`config.mk`:
```
export PLATFORM = sky130hd
export DESIGN_NAME = sreg_ser_tx_flat
export DESIGN_NICKNAME = d
export VERILOG_FILES = /design/src/rtl/sreg_ser_tx_pkg.sv /design/src/rtl/sreg_ser_tx_if.sv /design/src/rtl/sreg_ser_tx.sv /design/src/flat_wrapper.sv
export SDC_FILE = /design/constraint.sdc
export NUM_CORES = 1
export LEC_CHECK = 0
export ABC_AREA = 0
export CORE_UTILIZATION = 35
export DETAILED_ROUTE_END_ITERATION = 6
export GPL_TIMING_DRIVEN = 0
export HOLD_SLACK_MARGIN = 0.03
export PLACE_DENSITY = 0.59
export SYNTH_ARGS = -nofsm -noshare
export SYNTH_HDL_FRONTEND = slang
export SYNTH_SLANG_ARGS = --single-unit
```
`constraint.sdc`:
```
create_clock -name Clk -period 1.7 [get_ports Clk]
set_clock_uncertainty 0.1 [all_clocks]
set_input_delay 0.17 -clock Clk [delete_from_list [all_inputs] [get_ports Clk]]
set_output_delay 0.17 -clock Clk [all_outputs]
set_load 0.005 [all_outputs]
```
`src/rtl/sreg_ser_tx_pkg.sv`:
```
// Shared definitions for the signed bit-serial link (transmitter and matching receiver).
//   ST_IDLE/ST_DATA/ST_PARITY : state encodings, also exposed as the typed enum state_e
//   cnt_w()                   : width of the per-word bit counter for a given data width
package sreg_ser_tx_pkg;

  localparam logic [1:0] ST_IDLE   = 2'd0;
  localparam logic [1:0] ST_DATA   = 2'd1;
  localparam logic [1:0] ST_PARITY = 2'd2;

  typedef enum logic [1:0] {
    StIdle   = ST_IDLE,
    StData   = ST_DATA,
    StParity = ST_PARITY
  } state_e;

  // $clog2 of the data width; DATAWIDTH=2 still needs one counter bit.
  function automatic int unsigned cnt_w(input int unsigned width);
    return (width <= 2) ? 1 : $clog2(width);
  endfunction

endpackage

```
`src/rtl/sreg_ser_tx_if.sv`:
```
// Load + serial handshake bundle for sreg_ser_tx.
//   d, load_valid, load_ready          : parallel word load port (valid/ready)
//   ser_out, ser_valid, ser_ready      : serial beat port (valid/ready)
//   ser_first, ser_last                : beat qualifiers (first data beat / final beat of a word)
//   busy                               : a word is in flight
// master = transmitter side, slave = the environment (word source and bit sink).
interface sreg_ser_tx_if #(
  parameter int unsigned DATAWIDTH = 8
) ();

  logic signed [DATAWIDTH-1:0] d;
  logic                        load_valid;
  logic                        load_ready;
  logic                        ser_out;
  logic                        ser_valid;
  logic                        ser_ready;
  logic                        ser_first;
  logic                        ser_last;
  logic                        busy;

  modport master (
    input  d, load_valid, ser_ready,
    output load_ready, ser_out, ser_valid, ser_first, ser_last, busy
  );

  modport slave (
    output d, load_valid, ser_ready,
    input  load_ready, ser_out, ser_valid, ser_first, ser_last, busy
  );

endinterface

```
`src/rtl/sreg_ser_tx.sv`:
```
// Signed parallel-to-serial transmitter.
// Accepts a DATAWIDTH-bit word on the load port and emits it one bit per beat on the serial
// port, MSB (sign) first or LSB first, optionally followed by one even-parity beat.
// Ports:
//   Clk  : clock, all state updates on posedge
//   Rst  : asynchronous active-low reset
//   bus  : sreg_ser_tx_if.master (load port, serial port, busy)
// Parameters:
//   DATAWIDTH : word width, 2..32
//   LSB_FIRST : 0 = MSB first, 1 = LSB first
//   PARITY_EN : 1 = append an even-parity beat after the data bits
module sreg_ser_tx
  import sreg_ser_tx_pkg::*;
#(
  parameter int unsigned DATAWIDTH = 8,
  parameter bit          LSB_FIRST = 1'b0,
  parameter bit          PARITY_EN = 1'b0
) (
  input  logic          Clk,
  input  logic          Rst,
  sreg_ser_tx_if.master bus
);

  localparam int unsigned    CntW    = cnt_w(DATAWIDTH);
  localparam logic [CntW-1:0] CntLast = CntW'(DATAWIDTH - 1);

  state_e                 state_q;
  logic [DATAWIDTH-1:0]   sreg_q;
  logic [CntW-1:0]        cnt_q;
  logic                   parity_q;

  logic                   ser_valid;
  logic                   ser_last;
  logic                   ser_first;
  logic                   ser_out;
  logic                   data_bit;
  logic [DATAWIDTH-1:0]   sreg_shift;
  logic                   xfer;
  logic                   load_ready;
  logic                   accept;

  // Outputs other than load_ready are decoded purely from flops.
  always_comb begin
    ser_valid = (state_q != StIdle);
    ser_first = (state_q == StData) && (cnt_q == '0);
    ser_last  = (state_q == StParity) ||
                ((state_q == StData) && (cnt_q == CntLast) && !PARITY_EN);

    if (LSB_FIRST) begin
      data_bit   = sreg_q[0];
      sreg_shift = sreg_q >> 1;
    end else begin
      data_bit   = sreg_q[DATAWIDTH-1];
      sreg_shift = sreg_q << 1;
    end

    unique case (state_q)
      StData:   ser_out = data_bit;
      StParity: ser_out = parity_q;
      default:  ser_out = 1'b0;
    endcase
  end

  // The final-beat term lets the next word load in the same cycle the current one ends.
  always_comb begin
    xfer       = ser_valid && bus.ser_ready;
    load_ready = (state_q == StIdle) || (xfer && ser_last);
    accept     = bus.load_valid && load_ready;
  end

  always_ff @(posedge Clk or negedge Rst) begin
    if (!Rst) begin
      state_q  <= StIdle;
      sreg_q   <= '0;
      cnt_q    <= '0;
      parity_q <= 1'b0;
    end else if (accept) begin
      state_q  <= StData;
      sreg_q   <= bus.d;
      cnt_q    <= '0;
      parity_q <= ^bus.d;
    end else if (xfer) begin
      unique case (state_q)
        StData: begin
          sreg_q <= sreg_shift;
          if (cnt_q == CntLast) begin
            // Counter parks at CntLast; it is cleared by the next load.
            state_q <= PARITY_EN ? StParity : StIdle;
          end else begin
            cnt_q <= cnt_q + CntW'(1);
          end
        end
        StParity: state_q <= StIdle;
        default:  state_q <= StIdle;
      endcase
    end
  end

  assign bus.load_ready = load_ready;
  assign bus.ser_out    = ser_out;
  assign bus.ser_valid  = ser_valid;
  assign bus.ser_first  = ser_first;
  assign bus.ser_last   = ser_last;
  assign bus.busy       = ser_valid;

endmodule
```
`src/flat_wrapper.sv`:
```
// flat-port wrapper written by rule: the top's interface ports become plain ports
module sreg_ser_tx_flat import sreg_ser_tx_pkg::*;
#(
  parameter int unsigned DATAWIDTH = 8,
  parameter bit          LSB_FIRST = 1'b0,
  parameter bit          PARITY_EN = 1'b0
)
  (Clk, Rst, bus_d, bus_load_valid, bus_ser_ready, bus_load_ready, bus_ser_out, bus_ser_valid, bus_ser_first, bus_ser_last, bus_busy);
  sreg_ser_tx_if #(.DATAWIDTH(DATAWIDTH)) bus_i ();
  input  logic Clk;
  input  logic Rst;
  input wire logic [$bits(bus_i.d)-1:0] bus_d;
  input wire logic [$bits(bus_i.load_valid)-1:0] bus_load_valid;
  input wire logic [$bits(bus_i.ser_ready)-1:0] bus_ser_ready;
  output wire logic [$bits(bus_i.load_ready)-1:0] bus_load_ready;
  output wire logic [$bits(bus_i.ser_out)-1:0] bus_ser_out;
  output wire logic [$bits(bus_i.ser_valid)-1:0] bus_ser_valid;
  output wire logic [$bits(bus_i.ser_first)-1:0] bus_ser_first;
  output wire logic [$bits(bus_i.ser_last)-1:0] bus_ser_last;
  output wire logic [$bits(bus_i.busy)-1:0] bus_busy;
  assign bus_i.d = bus_d;
  assign bus_i.load_valid = bus_load_valid;
  assign bus_i.ser_ready = bus_ser_ready;
  assign bus_load_ready = bus_i.load_ready;
  assign bus_ser_out = bus_i.ser_out;
  assign bus_ser_valid = bus_i.ser_valid;
  assign bus_ser_first = bus_i.ser_first;
  assign bus_ser_last = bus_i.ser_last;
  assign bus_busy = bus_i.busy;
  sreg_ser_tx #(.DATAWIDTH(DATAWIDTH), .LSB_FIRST(LSB_FIRST), .PARITY_EN(PARITY_EN)) u_core (.Clk(Clk), .Rst(Rst), .bus(bus_i));
endmodule
```
==> reports/metrics.yaml <==
outcome: "complete, no violations"
synth_edf_count: 0
power.density_nw_per_um2: 1086
synth_nets: 96
worstPathCellList: "ha_2 -> ha_4 -> inv_4 -> nor2_1 -> clkdlybuf4s15_1"
grt_pass1_vias: 775
drt_iter0_markers: 16
slew_headroom: 0.6063
routedWlPerCell_um: 14.70
track_usage: 0.1719
worst_slew_pin_slew_ps: 588.7
hold_viol: 0
start_util: 0.3665
vdd_drop_max_mv: 0.6968
ios: 18
fmax_mhz: 623.7
synthMostInstantiatedCell: "dfrtp_1"
fillers: 234
drive_gt1_frac: 0.4234
cp_data_required_time_ps: 1430
cts_tree: "yes"
tns_ps: 0
crit_path_end_kind: "output port"
fin_nets: 128
routed_wl_mm: 2.073
fin_util: 0.5025
clock-sinks: 12
rsz0062_at_grt: "false"
grt_max_degree: 13
grt_overflow: 0
cp_max_fo: 3
max_cap_violations: 0
cts_buffers: 3
htree_levels: 1
yosys.area.top_type_share: 0.3338
place_area_um2: 1107
ys_ff_latch: 12
routabilityCongestion: 0.6810
layout_min_cycle_time_ps: 1603
startpoint_type: "register"
synthTopCellsByArea: "dfrtp_1 33%, mux2i_1 10%, mux2_4 8.3%, o22ai_2 7.0%, a21oi_2 5.8%"
antenna_left: 0
path_clk_slew_ps: 80
crit_slowest_cell: "dfrtp_1"
pre_cts_ws_ps: -261.6
final_cell_area_um2: 1234
port_buffers: 17
synthesis.area_um2: 899.6
hold_class: "in2async"
cts_root_buf: "clkbuf_4"
rows: 18
syn_avg_cell_area_um2: 11.11
drc_errors: 0
p_total_mw: 1.340
clk_latency_ps: 270
crit_type: "reg2out"
clockBufferDepth: 2
yosys_warnings: 0
yosysSeqAreaShare: 0.3338
netlist_instances: 81
post-route-period-util: 0.9432
drt_first_pass_iters: 4
crit_arrival_ps: 1330
num_antenna_cells: 0
die_h_um: 52.70
die_area_um2: 2777
antenna_found_initial: 0
synth_flop_cell: "dfrtp_1"
setup_viol: 0
die_x_um: 52.70
vias_per_cell: 5.170
synthTopCellsByCount: "12 x dfrtp_1, 9 x mux2i_1, 8 x nand2b_1, 6 x a21oi_2, 6 x inv_1"
yosysUniqueCellTypes: 25
core_um2: 2455
vias: 729
fin_ws_ps: 96.55
max_stage_delay_ps: 390
synth_area_leader_cell: "dfrtp_1"
p_leak_nw: 0.5915
async_reset_ff_frac: 1.000
hpwl_mm: 1.358
maxSlewViolCount: 0
syn2layout_area_growth_pct: 37.13
grt_pass1_wl_mm: 3.429
==> cells by family (layout without fill, tap and decap cells) <==
family                     after synthesis  in the layout  share of synthesized area
buffers and inverters                   12             42                    0.08066
adders and majority gates                3              3                    0.04173
DFF                                     12             12                     0.3338
AOI/OAI and AO/OA                       22             22                     0.2170
muxes                                   16             16                     0.2086
and+or+nand+nor                         16             16                     0.1182
==> metrics by stage <==
stage	instances	hold slack [ps]
5_1_grt	141	227.5
3_3_place_gp	128	410.0
4_1_cts	137	188.4
2_1_floorplan	81	-225.6
6_report	141	169.2
3_5_place_dp	128	406.2
==> layer usage <==
layer / global-route usage / part of all wire
met1: 0.2109 / 0.48
met2: 0.3017 / 0.49
met3: 0.02609 / 0.026
met4: 0.05702 / 0
met5: 0 / 0
==> state kept, by name (all words and copies together), names as in the netlist <==
register and count:
u_core.sreg_q 8, u_core.cnt_q 3, u_core.state_q 1
==> power breakdown <==
part / internal, mW / switching [mW] / leakage, nW
registers: 0.385 / 0.0860 / 0.136
clock network: 0.0819 / 0.0981 / 0.0138
logic: 0.412 / 0.277 / 0.442
==> path summary, 6_finish.rpt <==
kind / to / slack [ps] / from / depth (start not counted)
setup / recovery: bus_ser_last / 100 / u_core.cnt_q[0]$_DFFE_PN0P_ / 5
hold / removal: u_core.sreg_q[3]$_DFFE_PN0P_ / 170 / Rst / 1
setup reg to reg: u_core.sreg_q[7]$_DFFE_PN0P_ / 120 / u_core.cnt_q[0]$_DFFE_PN0P_ / 6
hold reg to reg: u_core.sreg_q[6]$_DFFE_PN0P_ / 510 / u_core.sreg_q[6]$_DFFE_PN0P_ / 2
max in group asynchronous: u_core.state_q[0]$_DFFE_PN0P_ / 910 / Rst / 1
min in group Clk: u_core.sreg_q[2]$_DFFE_PN0P_ / 460 / bus_d[2] / 3
==> worst max-delay path: cells and delay by family (launching register included) <==
family / cells / cell delay [ps]
buf+inv: 2 / 250
fa+ha+maj: 2 / 380
simple gates: 1 / 40
flops: 1 / 390
==> placed cells by master (no fill, tap or decap), types with 2 or more instances in the layout <==
cell	count
a21oi_1	2
dfrtp_1	11
clkdlybuf4s50_1	12
mux2_4	5
o22ai_1	2
inv_1	4
nand2b_1	8
buf_4	11
o22ai_2	5
clkbuf_2	3
mux2_2	2
a21oi_2	6
nor2_1	2
buf_8	2
a22o_1	4
mux2i_1	9
buf_6	2
clkbuf_4	3
==> area by class of cell <==
class                           count  area, um2  share of cell area
Buffer                              6      65.06             0.05274
Timing Repair Buffer               27      236.5              0.1917
Clock buffer                        3      22.52             0.01826
Tap cell                           30      37.54             0.03043
Multi-Input combinational cell     57      545.5              0.4422
Inverter                            6      25.02             0.02028
Sequential cell                    12      301.5              0.2444
==> timing repair <==
item,4_1_cts,5_1_grt
buffers inserted,6,5
endpoints found under the setup margin,4,4
hold buffers,0,0
resized for setup,18,4
pin swaps,1,1
Power figures use the tool's default switching activity.
